**config.mk**
```make
export PLATFORM = sky130hd
export DESIGN_NAME = audio_i2s_flat
export DESIGN_NICKNAME = d
export VERILOG_FILES = /design/src/rtl/audio_i2s_pkg.sv /design/src/rtl/audio_i2s_if.sv /design/src/rtl/audio_i2s_fifo.sv /design/src/rtl/audio_i2s.sv /design/src/flat_wrapper.sv
export SDC_FILE = /design/constraint.sdc
export NUM_CORES = 1
export LEC_CHECK = 0
export ABC_AREA = 1
export BUFFER_PORTS_ARGS = -buffer_cell sky130_fd_sc_hd__clkbuf_2
export CAP_MARGIN = 20
export CELL_PAD_IN_SITES_DETAIL_PLACEMENT = 2
export CELL_PAD_IN_SITES_GLOBAL_PLACEMENT = 2
export CORE_UTILIZATION = 36
export CTS_CLUSTER_DIAMETER = 60
export CTS_CLUSTER_SIZE = 20
export DETAILED_ROUTE_END_ITERATION = 10
export PLACE_DENSITY_LB_ADDON = 0.3
export SLEW_MARGIN = 5
export SYNTH_ARGS = -nofsm -noshare
export SYNTH_HDL_FRONTEND = slang
export SYNTH_HIERARCHICAL = 1
export SYNTH_SLANG_ARGS = --single-unit
```
**constraint.sdc**
```tcl
create_clock -name clock -period 3.6 [get_ports clock]
set_input_delay 0.36 -clock clock [delete_from_list [all_inputs] [get_ports clock]]
set_output_delay 0.36 -clock clock [all_outputs]
set_load 0.05 [all_outputs]
```
**src/rtl/audio_i2s_pkg.sv**
```systemverilog
// Shared constants and payload types for the I2S transmitter slice.
package audio_i2s_pkg;

   localparam int unsigned SAMPLE_W        = 16;
   localparam int unsigned FRAME_W         = 2 * SAMPLE_W;
   localparam int unsigned SLOTS_PER_FRAME = 64;
   localparam int unsigned SLOT_W          = $clog2(SLOTS_PER_FRAME);
   localparam int unsigned DATA_FIRST_SLOT = 1;
   localparam int unsigned ACC_W           = 21;
   localparam int unsigned MCLK_INC_DEF    = 245760;
   localparam int unsigned MCLK_MOD_DEF    = 742500;

   typedef struct packed {
      logic [SAMPLE_W-1:0] left;
      logic [SAMPLE_W-1:0] right;
   } stereo_t;

endpackage

```
**src/rtl/audio_i2s_if.sv**
```systemverilog
// Upstream stereo-sample valid/ready handshake.
interface audio_i2s_if;
   import audio_i2s_pkg::*;

   logic                sample_valid;
   logic                sample_ready;
   logic [SAMPLE_W-1:0] sample_left;
   logic [SAMPLE_W-1:0] sample_right;

   modport master (output sample_valid, sample_left, sample_right, input sample_ready);
   modport slave  (input sample_valid, sample_left, sample_right, output sample_ready);

endinterface

```
**src/rtl/audio_i2s_fifo.sv**
```systemverilog
// Synchronous show-ahead FIFO holding stereo frames between upstream and the serializer.
module audio_fifo
   import audio_i2s_pkg::*;
#(
   parameter int unsigned AW = 2,
   parameter int unsigned W  = FRAME_W
) (
   input  logic         clock,
   input  logic         reset,
   input  logic         push,
   input  logic         pop,
   input  logic [W-1:0] din,
   output logic [W-1:0] dout,
   output logic [AW:0]  level,
   output logic         full,
   output logic         empty
);

   localparam int unsigned DEPTH = 2 ** AW;
   localparam int unsigned LVL_W = AW + 1;

   logic [W-1:0]     mem_q [DEPTH];
   logic [AW-1:0]    wr_q, wr_d;
   logic [AW-1:0]    rd_q, rd_d;
   logic [LVL_W-1:0] lvl_q, lvl_d;
   logic             do_push, do_pop;

   assign full  = (lvl_q == LVL_W'(DEPTH));
   assign empty = (lvl_q == '0);
   assign level = lvl_q;
   assign dout  = mem_q[rd_q];

   always_comb begin
      do_push = push && !full;
      do_pop  = pop && !empty;
      wr_d    = wr_q + AW'(do_push);
      rd_d    = rd_q + AW'(do_pop);
      lvl_d   = lvl_q;
      case ({do_push, do_pop})
         2'b10:   lvl_d = lvl_q + LVL_W'(1);
         2'b01:   lvl_d = lvl_q - LVL_W'(1);
         default: lvl_d = lvl_q;
      endcase
   end

   always_ff @(posedge clock) begin
      if (reset) begin
         wr_q  <= '0;
         rd_q  <= '0;
         lvl_q <= '0;
      end else begin
         wr_q  <= wr_d;
         rd_q  <= rd_d;
         lvl_q <= lvl_d;
      end
   end

   // Storage needs no reset; occupancy is tracked by the pointers and level.
   always_ff @(posedge clock) begin
      if (do_push) mem_q[wr_q] <= din;
   end

endmodule

```
**src/rtl/audio_i2s.sv**
```systemverilog
// I2S transmitter: fractional MCLK generator, SCLK/LRCK divider and MSB-first serializer
// fed from a small stereo-frame FIFO.
module audio_i2s
   import audio_i2s_pkg::*;
#(
   parameter int unsigned MCLK_INC = MCLK_INC_DEF,
   parameter int unsigned MCLK_MOD = MCLK_MOD_DEF,
   parameter int unsigned FIFO_AW  = 2
) (
   input  logic             clock,
   input  logic             reset,
   audio_i2s_if.slave       smp,
   output logic             audio_mclk,
   output logic             audio_lrck,
   output logic             audio_dac,
   output logic             underrun,
   output logic [FIFO_AW:0] fifo_level
);

   localparam int unsigned SUM_W  = ACC_W + 1;
   localparam int unsigned HALF_W = SLOT_W - 1;
   localparam int unsigned BIT_W  = $clog2(SAMPLE_W);

   logic [ACC_W-1:0]  acc_q, acc_d;
   logic              mclk_q, mclk_d;
   logic [1:0]        div_q, div_d;
   logic [SLOT_W-1:0] slot_q, slot_d;
   logic              lrck_q, lrck_d;
   logic              dac_q, dac_d;
   logic              und_q, und_d;
   stereo_t           hold_q, hold_d;

   logic [SUM_W-1:0]    acc_sum;
   logic                ovf, mclk_rise, sclk_fall;
   logic [HALF_W-1:0]   half_pos;
   logic [BIT_W-1:0]    bit_idx;
   logic [SAMPLE_W-1:0] word;

   logic    fifo_push, fifo_pop, fifo_full, fifo_empty;
   stereo_t fifo_din, fifo_dout;

   assign fifo_din.left     = smp.sample_left;
   assign fifo_din.right    = smp.sample_right;
   assign smp.sample_ready  = ~fifo_full;
   assign fifo_push         = smp.sample_valid & ~fifo_full;

   audio_fifo #(
      .AW (FIFO_AW),
      .W  (FRAME_W)
   ) u_fifo (
      .clock (clock),
      .reset (reset),
      .push  (fifo_push),
      .pop   (fifo_pop),
      .din   (fifo_din),
      .dout  (fifo_dout),
      .level (fifo_level),
      .full  (fifo_full),
      .empty (fifo_empty)
   );

   always_comb begin
      acc_sum   = SUM_W'(acc_q) + SUM_W'(MCLK_INC);
      ovf       = (acc_sum >= SUM_W'(MCLK_MOD));
      acc_d     = ovf ? ACC_W'(acc_sum - SUM_W'(MCLK_MOD)) : ACC_W'(acc_sum);
      mclk_d    = mclk_q ^ ovf;
      mclk_rise = ovf & ~mclk_q;
      div_d     = div_q + 2'(mclk_rise);
      // SCLK is div[1]; it falls when div wraps 3 -> 0.
      sclk_fall = mclk_rise & (div_q == 2'd3);

      slot_d   = slot_q;
      lrck_d   = lrck_q;
      dac_d    = dac_q;
      hold_d   = hold_q;
      und_d    = 1'b0;
      fifo_pop = 1'b0;
      half_pos = '0;
      bit_idx  = '0;
      word     = '0;

      if (sclk_fall) begin
         slot_d   = slot_q + SLOT_W'(1);
         lrck_d   = slot_d[SLOT_W-1];
         half_pos = slot_d[HALF_W-1:0];
         word     = lrck_d ? hold_q.right : hold_q.left;
         bit_idx  = BIT_W'(HALF_W'(SAMPLE_W - 1 + DATA_FIRST_SLOT) - half_pos);
         dac_d    = 1'b0;
         if (half_pos >= HALF_W'(DATA_FIRST_SLOT) &&
             half_pos <  HALF_W'(DATA_FIRST_SLOT + SAMPLE_W)) begin
            dac_d = word[bit_idx];
         end
         // Frame load: no bypass, a push in this same cycle is not yet visible.
         if (slot_d == '0) begin
            if (fifo_empty) begin
               und_d = 1'b1;
            end else begin
               fifo_pop = 1'b1;
               hold_d   = fifo_dout;
            end
         end
      end
   end

   always_ff @(posedge clock) begin
      if (reset) begin
         acc_q  <= '0;
         mclk_q <= 1'b0;
         div_q  <= '0;
         slot_q <= '0;
         lrck_q <= 1'b0;
         dac_q  <= 1'b0;
         und_q  <= 1'b0;
         hold_q <= '0;
      end else begin
         acc_q  <= acc_d;
         mclk_q <= mclk_d;
         div_q  <= div_d;
         slot_q <= slot_d;
         lrck_q <= lrck_d;
         dac_q  <= dac_d;
         und_q  <= und_d;
         hold_q <= hold_d;
      end
   end

   assign audio_mclk = mclk_q;
   assign audio_lrck = lrck_q;
   assign audio_dac  = dac_q;
   assign underrun   = und_q;

endmodule

```
**src/flat_wrapper.sv**
```systemverilog
// flat-port wrapper written by rule: the top's interface ports become plain ports
module audio_i2s_flat import audio_i2s_pkg::*;
#(
   parameter int unsigned MCLK_INC = MCLK_INC_DEF,
   parameter int unsigned MCLK_MOD = MCLK_MOD_DEF,
   parameter int unsigned FIFO_AW  = 2
)
  (clock, reset, audio_mclk, audio_lrck, audio_dac, underrun, fifo_level, smp_sample_valid, smp_sample_left, smp_sample_right, smp_sample_ready);
  audio_i2s_if smp_i ();
  input  logic clock;
  input  logic reset;
  output logic audio_mclk;
  output logic audio_lrck;
  output logic audio_dac;
  output logic underrun;
  output logic [FIFO_AW:0] fifo_level;
  input wire logic [$bits(smp_i.sample_valid)-1:0] smp_sample_valid;
  input wire logic [$bits(smp_i.sample_left)-1:0] smp_sample_left;
  input wire logic [$bits(smp_i.sample_right)-1:0] smp_sample_right;
  output wire logic [$bits(smp_i.sample_ready)-1:0] smp_sample_ready;
  assign smp_i.sample_valid = smp_sample_valid;
  assign smp_i.sample_left = smp_sample_left;
  assign smp_i.sample_right = smp_sample_right;
  assign smp_sample_ready = smp_i.sample_ready;
  audio_i2s #(.MCLK_INC(MCLK_INC), .MCLK_MOD(MCLK_MOD), .FIFO_AW(FIFO_AW)) u_core (.clock(clock), .reset(reset), .smp(smp_i), .audio_mclk(audio_mclk), .audio_lrck(audio_lrck), .audio_dac(audio_dac), .underrun(underrun), .fifo_level(fifo_level));
endmodule
```
## After elaboration in Yosys (flattened, before gate mapping)

Memories as Yosys holds them, arrays and structs flattened. A register that Yosys moved wholly into a read port is not among the register bits.
Cells that the tools add are included.

- Input bits: 35
- Register bits after elaboration: 40
- Output and inout bits: 8
- Word-level logic and storage cells: 59
- Memory bits (writable): 128
- Memories: 1

- $lt $le $gt $ge: 4
- Reduce and logical (&&, ||, !) cells: 10
- Bitwise logic cells: 9
- Equal/unequal tests: 4
- Add/sub/neg operators: 9
- Muxes and demuxes: 12

Memory list:

| name | words | bits a word | rd ports | clocked after Yosys merged registers in | write ports | RTL line | source |
|---|---|---|---|---|---|---|---|
| u_core.u_fifo.mem_q | 4 | 32 | 1 | 1 | 1 | audio_i2s_fifo.sv:22 | `logic [W-1:0] mem_q [DEPTH];` |

Operator list:

| operator | number |
|---|---|
| $add 21x18->22 const B | 1 |
| $ge 22x20->1 const B | 1 |
| $mux 21 | 1 |
| $sub 21x20->21 const B | 1 |
| $mux 16 | 1 |
| $mux 1 | 8 |
| $add 2x1->2 | 3 |
| $add 6x1->6 const B | 1 |
| $logic_not 6->1 | 1 |
| $pmux 3 s2 | 1 |
| $ge 5x1->1 const B | 1 |
| $lt 4x5->1 const B | 1 |
| $lt 5x5->1 const B | 1 |
| $not 1->1 | 5 |
| $bmux 1 s4 | 1 |
| $eq 2x2->1 const B | 2 |
| $sub 1x4->4 const A | 1 |
| $add 3x1->3 const B | 1 |
| $and 1x1->1 | 3 |
| $eq 3x3->1 const B | 1 |
| $logic_and 1x1->1 | 3 |
| $logic_not 3->1 | 1 |
| $reduce_and 3->1 | 1 |
| $reduce_or 3->1 | 1 |
| 5 further kinds | 6 |

## Depth between registers and ports, before layout

Gate-level depths: netlist of run 1.

- Depth in word-level cells: 8
- Depth in mapped cells: 31
- Depth with buffers taken out: 29

## By module

Netlist of run 1, hierarchy kept.

Modules (own cells, without submodules):

| module | area an instance (sq um) | cells each | seq. area each (sq um) | instances |
|---|---|---|---|---|
| audio_fifo | 5162.5 | 360 | 3983.8 | 1 |
| audio_i2s | 3299.4 | 477 | 1241.2 | 1 |

## Least setup slack after synthesis of run 1

No wires, ideal clock.

- Kind: register -> register
- From: register u_core.u_fifo.lvl_q[1] (netlist: u_core/u_fifo/level[1])
- To: memory u_core/u_fifo/mem_q[0][0] (netlist bit) (enable)
- Required time: 3139 ps
- Setup slack: -256 ps
- Setup time: 461 ps
- Cell stages (with the launch flop): 7
- Arrival: 3395 ps
- Clock period less this slack: 3856 ps
- Buffers on the path: 0
- Cell sequence: dfxtp_1 inv_1 nand2_1 nor2_1 nor2_1 o21ai_2 nor3_1

- Cells in the longest elaborated chain, start to end: 6
- Elaborated cells between the ends (all ways): 7
- Those cells by class: eq/ne (1); mux (2); bitwise (2); reduce/logical (2)

RTL lines:

| what | RTL line | source |
|---|---|---|
| start, declared | audio_i2s_fifo.sv:25 | `logic [LVL_W-1:0] lvl_q, lvl_d;` |
| start signal, assigned | audio_i2s_fifo.sv:54 | `lvl_q <= lvl_d;` |
| $eq 3x3->1 | audio_i2s_fifo.sv:28 | `assign full = (lvl_q == LVL_W'(DEPTH));` |
| named net u_core.fifo_full | audio_i2s.sv:39 | `logic fifo_push, fifo_pop, fifo_full, fifo_empty;` |
| $not 1->1 | audio_i2s.sv:45 | `assign fifo_push = smp.sample_valid & ~fifo_full;` |
| $and 1x1->1 | audio_i2s.sv:45 |  |
| named net u_core.fifo_push | audio_i2s.sv:39 |  |
| $logic_and 1x1->1 | audio_i2s_fifo.sv:34 | `do_push = push && !full;` |
| $mux 1 | audio_i2s_fifo.sv:60 | `if (do_push) mem_q[wr_q] <= din;` |
| $mux 1 (implied by the code) | audio_i2s_fifo.sv:60 |  |
| end, declared | audio_i2s_fifo.sv:22 |  |

The timed path passes the listed nets, and every way through them passes these cells.

## Final worst setup path of run 1

- From: register u_core.acc_q[2]
- To: register u_core.u_fifo.lvl_q[2] (netlist: u_core/u_fifo/level[2])

- Cells in the longest elaborated chain, start to end: 8
- Elaborated cells between the ends (all ways): 10
- Those cells by class: add/sub (1); order compare (1); eq/ne (2); mux (2); bitwise (2); reduce/logical (2)

RTL lines:

| what | RTL line | source |
|---|---|---|
| start, declared | audio_i2s.sv:24 | `logic [ACC_W-1:0] acc_q, acc_d;` |
| start signal, assigned | audio_i2s.sv:107 | `acc_q <= '0;` |
| start signal, assigned | audio_i2s.sv:116 | `acc_q <= acc_d;` |
| $add 21x18->22 (*) | audio_i2s.sv:63 | `acc_sum = SUM_W'(acc_q) + SUM_W'(MCLK_INC);` |
| $ge 22x20->1 (*) | audio_i2s.sv:64 | `ovf = (acc_sum >= SUM_W'(MCLK_MOD));` |
| $and 1x1->1 (*) | audio_i2s.sv:67 | `mclk_rise = ovf & ~mclk_q;` |
| $and 1x1->1 (*) | audio_i2s.sv:70 | `sclk_fall = mclk_rise & (div_q == 2'd3);` |
| $mux 1 (*) | audio_i2s.sv:82 | `if (sclk_fall) begin` |
| $logic_and 1x1->1 (*) | audio_i2s_fifo.sv:35 | `do_pop = pop && !empty;` |
| $eq 2x1->1 or $eq 2x2->1 (tied branches) | audio_i2s_fifo.sv:39 | `case ({do_push, do_pop})` |
| $pmux 3 s2 or $reduce_bool 2->1 (tied branches) | -- |  |

Every way passes the cells marked *; elsewhere a longest branch is shown, timed or not.
A chain may end at the register's enable or synchronous reset.

==> results of run 1 <==
worst max-delay path, delay by kind of cell, from the launching register on:
family	cells	cell delay (ns)
flops	1	0.36
simple gates	17	1.35
compound gates	1	0.15
fa+ha+maj	4	0.89
buf+inv	7	0.44
synth_stat cells (2+ instances only):
library cell  count  share of area [%]
o21ai_0          76                4.5
inv_1            57                2.5
nor2_2            3               0.22
buf_2             2               0.12
clkbuf_1          7               0.31
nand2_2           5               0.37
inv_2             9               0.40
ha_1             11                1.6
xor2_1            5               0.52
o22ai_1          33                2.4
nand4_1           2               0.15
a21oi_1          38                2.2
clkbuf_2          2               0.12
buf_4             9               0.80
nand3_1          38                2.2
o21ai_2           2               0.21
o21ai_1          42                2.5
nand2_1          84                3.7
nand3_2           6               0.71
buf_6            17                2.3
nor3_1            6               0.35
xor2_2            2               0.38
xnor2_1           3               0.31
dfxtp_1          69                 16
edfxtp_1        128                 45
nor2_1          165                7.3
power groups by stage:
stage | Sequential [W] | Clock, W | Combinational, W
6_report | 0.00272 | 0.00188 | 0.00128
5_1_grt | 0.00274 | 0.00201 | 0.00148
4_1_cts | 0.00272 | 0.00193 | 0.00128
3_5_place_dp | 0.00277 | 0 | 0.00127
3_3_place_gp | 0.00276 | 0 | 0.00122
2_1_floorplan | 0.00277 | 0 | 0.000982
area by class of cell:
type	instances	area share (%)
Multi-Input combinational cell	534	28.7
Inverter	68	2.78
Timing Repair Buffer	54	3.28
Clock inverter	15	1.84
Sequential cell	197	54.9
Clock buffer	17	4.46
Tap cell	313	4.11
flip-flops by register name (all words and copies together), names as in the netlist, 2 cells and up:
signal / flops
u_core/hold_q: 32
u_core/u_fifo/rd_q: 2
u_core/u_fifo/wr_q: 2
u_core/acc_q: 19
u_core/slot_q: 6
u_core/u_fifo/mem_q: 128
u_core/div_q: 2
u_core/u_fifo/level: 3
stage by stage:
step	cells	util (%)	instance area, sq um
after floorplan	837	-	8480
after global placement	1165	38.9	8880
after detailed placement	1165	38.9	8880
after CTS	1198	41.6	9500
after global routing	1198	41.7	9530
final	1198	41.7	9530
cells in the final DEF, fill, tap and decap left out, types with 8 or more instances in the layout:
cell / count
nand3_1: 37
o21ai_0: 76
ha_1: 8
nand2_1: 83
o21ai_1: 42
a21oi_1: 38
o22ai_1: 33
inv_2: 10
edfxtp_1: 128
inv_1: 55
clkbuf_2: 42
nor2_1: 164
dfxtp_1: 66
buf_4: 11
clkbuf_16: 17
timing repair:
action / CTS / global route
hold endpoints to repair: 0 / 0
cloned: 0 / 0
pin swaps: 0 / 1
resized for setup: 1 / 9
buffers inserted: 1 / 0
setup endpoints to repair: 1 / 2
path summary, 6_finish.rpt:
| kind | startpoint | endpoint | cells past startpoint |
|---|---|---|---|
| worst max-delay path | u_core/acc_q[2]$_SDFFE_PP0P_ | u_core/u_fifo/level[2]$_SDFFE_PP0P_ | 29 |
| worst min-delay path | smp_sample_right[6] | u_core/u_fifo/mem_q[3][6]$_DFFE_PP_ | 1 |
| worst max register to register | u_core/acc_q[2]$_SDFFE_PP0P_ | u_core/u_fifo/level[2]$_SDFFE_PP0P_ | 29 |
| worst min register to register | u_core/hold_q[11]$_SDFFE_PP0P_ | u_core/hold_q[11]$_SDFFE_PP0P_ | 2 |
logic make-up (layout without fill, tap and decap cells):
kind of cell	after synthesis	count (layout)	share of synthesized area [%]
xor+xnor	10	10	1.21
compound gates	197	197	12.6
flops	197	197	61.7
simple gates	315	315	15.8
fa+ha+maj	12	12	1.86
buf+inv	106	154	6.80
metal layers:
layer / up-vias / routed length [um] / GRT usage [%]
li1: 2936 / - / -
met1: 3041 / 9410 / 22.2
met2: 66 / 11700 / 37.2
met3: 22 / 489 / 2.90
met4: 0 / 263 / 6.21
met5: - / 0 / 0
==> key figures, run 1 <==
Worst setup path
  • Worst stage delay on the critical path: 0.38 ns
  • CP required: 3.93 ns
  • Slowest-stage cell, CP: fa_1
  • R2R Setup Slk: 0.33 ns
  • Crit path top cell by count: nand2_1
  • WP data arrival: 3.61 ns
  • Critical path class: register to register
  • CP Launch Type: register
  • Element type at the critical path end: register
  • Max Fanout on Critical Path: 5

Cells and area
  • Fraction of layout cells with a size suffix above 1: 15.4%
  • Area Growth Syn to Fin: 12.6%
  • Register Area: 5230 sq um
  • ANT cells: 0
  • Final #Nets: 919
  • Multi-input gate area: 2730 sq um
  • Total of fill cells in the finished design: 2488

Place
  • Placer Congestion: 0.755
  • Worst slack, placed: 0.0260 ns
  • Post-DP HPWL: 13800 um
  • Port Buffers: 42

Drt
  • Post-route ant nets: 0
  • Vias post-DR: 6065
  • Drt drc: 0
  • DR iter-0 viols: 284
  • Drt first pass iters: 4
  • Routed wire length: 21900 um
  • Vias per Instance: 5.06
  • WL/cell: 18.3 um

Timing
  • Max Slew Vio Count: 0
  • F_max: 306 MHz
  • Final setup viols: 0
  • Fin Setup TNS: 0 ns
  • Hold Vio Cnt, Final: 0
  • Worst Hold Slack: 0.133 ns
  • Skew final: 0.0117 ns
  • Tmin final: 3.27 ns
  • Worst-Margin Slew: 0.664 ns
  • Final period utilization: 90.9%
  • Max_slew headroom: 55.7%
  • Final worst slack: 0.328 ns

Flow run
  • Max-cap violations: 0

Floorplanning
  • Core Region: 22800 sq um
  • Top-level I/O count: 43
  • Row count: 55
  • Die H: 155 um
  • DIE AREA: 24100 sq um
  • Die W: 155 um
  • Initial Utilization: 37.0%

Logic synthesis
  • Mapped Avg Cell Area: 10.1 sq um
  • Async set-reset flop share out of synthesis: 0%
  • Syn. warnings: 6
  • #FFs+latches synth: 197
  • Area of the mapped netlist: 8460 sq um
  • Register area share after synthesis: 61.7%
  • Cells after Synth: 837
  • Synth Flop Type: edfxtp_1
  • Syn Nets: 884
  • Count of cell types in the netlist: 42
  • EDFF count, synth: 128

Status
  • Status: complete, no violations

Global route
  • Largest net degree at the start of global routing: 65
  • Total track usage: 19.5%
  • First-pass GRT wire length: 35800 um
  • Total gr overflow: 0
  • Vias in the first global route: 6767
  • Initial antenna violation count: 0

Hold path
  • HP Class: input port to register

Clock tree
  • Root buf cell: clkbuf_16
  • Clock Tree Buf Depth: 2
  • H-Tree Depth: 4
  • Clock Latency Late Sink: 0.44 ns
  • Hold buffers post-CTS: 0
  • Number of buffers created by CTS: 17
  • CTS tree: yes
  • Clock sink count: 197
  • Reg clk slew, reported paths: 0.08 ns

Power and ir drop
  • Switching share of power: 32.6%
  • Pint: 0.00396 W
  • Reg power frac: 46.3%
  • Worst ir drop on vdd: 294 uV
  • Sw Pwr: 0.00191 W
  • Clk pwr share: 32.0%
  • Lkg Pwr: 3.56 nW
  • Combinational Power Share: 21.7%
  • Tot Pwr: 0.00588 W
  • Power Dens Cells: 617 nW/um^2
(Power assumes the default switching activity.)
==> inputs of run 2 (changes only) <==
CORE_MARGIN = 4   (was not set)
RECOVER_POWER = 25   (was not set)
==> key figures, run 2 (synthesis results as in run 1) <==
Status
  • Status: complete, no violations

Power and ir drop
  • Pint: 0.00399 W (+0.58%)
  • Power Dens Cells: 626 nW/um^2 (+1.5%)
  • Reg power frac: 45.6% (-0.7 points)
  • Combinational Power Share: 22.1% (+0.4 points)
  • Lkg Pwr: 3.53 nW (-1.0%)
  • Switching share of power: 33.1% (+0.56 points)
  • Worst ir drop on vdd: 318 uV (+7.9%)
  • Clk pwr share: 32.3% (+0.3 points)
  • Tot Pwr: 0.00596 W (+1.4%)
  • Sw Pwr: 0.00197 W (+3.2%)

Worst setup path
  • Reg2reg path depth: 26 (-10%)
  • Delay-heaviest family, CP: simple AND/OR/NAND/NOR gates
  • Slowest-stage cell, CP: fa_1
  • CP required: 3.95 ns (+0.02 ns)
  • Critical path class: register to register
  • CP bufs+invs: 8 (+1)
  • CP Launch Type: register
  • Worst stage delay on the critical path: 0.38 ns (about the same)
  • WP data arrival: 3.65 ns (+0.04 ns)
  • Crit path top cell by count: inv_1
  • CP Depth: 26 (-10%)
  • Max Fanout on Critical Path: 6 (+1)
  • Element type at the critical path end: register

Cells and area
  • Reg with most FFs: u_core/u_fifo/mem_q
  • Final std cells w/o fill: 1202 (+0.33%)
  • ANT cells: 0 (unchanged)
  • Total of fill cells in the finished design: 2459 (-1.2%)
  • Commonest non-fill, non-tap cell in the layout: nor2_1
  • Final #Nets: 923 (+0.44%)
  • Fraction of layout cells with a size suffix above 1: 13.2% (-2.2 points)
  • Max FFs per register: 128 (unchanged)
  • Top flop regs: u_core/u_fifo/mem_q x128, u_core/hold_q x32, u_core/acc_q x19
  • Most frequent cells in the layout: 164 x nor2_1, 128 x edfxtp_1, 82 x nand2_1
  • Cell area after layout: 9530 sq um (about the same)
  • Area Growth Syn to Fin: 12.6% (about the same)

Timing
  • Skew final: 0.0119 ns (+0.000165 ns)
  • Worst Hold Slack: 0.158 ns (+0.0246 ns)
  • Worst-Margin Slew: 0.699 ns (+0.0353 ns)
  • Final period utilization: 91.9% (+0.99 points)
  • Final setup viols: 0 (unchanged)
  • Max_slew headroom: 53.3% (-2.4 points)
  • F_max: 302 MHz (-1.1%)
  • Tmin final: 3.31 ns (+0.0355 ns)
  • Hold Vio Cnt, Final: 0 (unchanged)
  • Max Slew Vio Count: 0 (unchanged)
  • Unrepaired setup endpoints after global routing: false

Global route
  • Vias in the first global route: 6790 (+0.34%)
  • Largest net degree at the start of global routing: 65 (unchanged)
  • Initial antenna violation count: 0 (unchanged)
  • Total gr overflow: 0 (unchanged)
  • First-pass GRT wire length: 36800 um (+2.7%)
  • Total track usage: 18.0% (-1.5 points)

Drt
  • Routed wire length: 22900 um (+4.7%)
  • WL/cell: 19.1 um (+4.3%)
  • Drt drc: 0 (unchanged)
  • Vias post-DR: 6087 (+0.36%)
  • DR iter-0 viols: 295 (+3.9%)
  • Drt first pass iters: 4 (unchanged)
  • Vias per Instance: 5.06 (about the same)
  • Post-route ant nets: 0 (unchanged)

Hold path
  • Hold Crit Depth: 1 (unchanged)
  • HP Class: input port to register

Clock tree
  • Reg clk slew, reported paths: 0.08 ns (about the same)
  • Clock Tree Buf Depth: 2 (unchanged)
  • Number of buffers created by CTS: 17 (unchanged)
  • Hold buffers post-CTS: 0 (unchanged)
  • H-Tree Depth: 4 (unchanged)
  • Root buf cell: clkbuf_16
  • Clock Latency Late Sink: 0.44 ns (about the same)
  • Clock sink count: 197 (unchanged)
  • CTS tree: yes

Floorplanning
  • Initial Utilization: 37.0% (unchanged)
  • Die H: 161 um (+3.9%)
  • DIE AREA: 26000 sq um (+7.9%)
  • Row count: 55 (unchanged)
  • Top-level I/O count: 43 (unchanged)
  • Die W: 161 um (+3.9%)
  • Core Region: 22800 sq um (unchanged)

Place
  • Placed cell count: 1166 (+0.086%)
  • Area of placed instances: 8880 sq um (about the same)
  • Port Buffers: 42 (unchanged)
  • Post-DP HPWL: 14500 um (+4.8%)
  • Placer Congestion: 0.772 (+2.2%)

Flow run
  • Max-cap violations: 0 (unchanged)
-- run 2: changes by cell type in the layout (fill, tap and decap cells not counted), moves of 2 or more --
| cell | change |
|---|---|
| buf_4 | +5 |
| clkbuf_1 | +23 |
| clkbuf_2 | -22 |
| clkinvlp_4 | -2 |
| inv_8 | +2 |
-- run 2: metal layers --
metal | track usage, % | routed length, um | up-vias
met1 | 21.4 | 10100 | 3081
li1 | - | - | 2936
met3 | 3.16 | 396 | 16
met2 | 33.5 | 12100 | 54
met5 | 0 | 0 | -
met4 | 4.65 | 304 | 0
-- run 2: timing repair --
item	4_1_cts	5_1_grt
pin swaps	0	1
endpoints found under the setup margin	1	2
setup buffers	1	3
resized for setup	3	6
-- run 2: worst paths after layout --
kind	start	to	slack [ns]
hold reg to reg	u_core/hold_q[11]$_SDFFE_PP0P_	u_core/hold_q[11]$_SDFFE_PP0P_	0.47
setup / recovery	u_core/acc_q[14]$_SDFF_PP0_	u_core/u_fifo/level[2]$_SDFFE_PP0P_	0.29
hold / removal	smp_sample_right[11]	u_core/u_fifo/mem_q[0][11]$_DFFE_PP_	0.16
setup reg to reg	u_core/acc_q[14]$_SDFF_PP0_	u_core/u_fifo/level[2]$_SDFFE_PP0P_	0.29
-- run 2: metrics by stage --
| stage | TNS [ns] | setup slack [ns] | utilization, % |
|---|---|---|---|
| after floorplan | -32.76 | -0.256 | - |
| after detailed placement | -0.0437 | -0.0437 | 38.9 |
| after global routing | 0 | 0.00124 | 41.7 |
| after CTS | 0 | 0.0706 | 41.6 |
| after global placement | 0 | 0.169 | 38.9 |
| final | 0 | 0.292 | 41.7 |
-- run 2: area by class of cell --
type / count / area, sq um / area share, %
Clock buffer: 18 / 429 / 4.50
Multi-Input combinational cell: 534 / 2720 / 28.6
Inverter: 68 / 265 / 2.78
Tap cell: 313 / 392 / 4.11
Clock inverter: 14 / 185 / 1.94
Sequential cell: 197 / 5230 / 54.9
Timing Repair Buffer: 58 / 303 / 3.18
-- run 2: power by group through the flow --
stage / logic [W] / clock network, W / registers (W)
after floorplan: 0.000982 / 0 / 0.00277
after global placement: 0.00122 / 0 / 0.00276
after detailed placement: 0.00127 / 0 / 0.00277
after CTS: 0.00130 / 0.00198 / 0.00272
after global routing: 0.00151 / 0.00208 / 0.00275
final: 0.00132 / 0.00193 / 0.00272
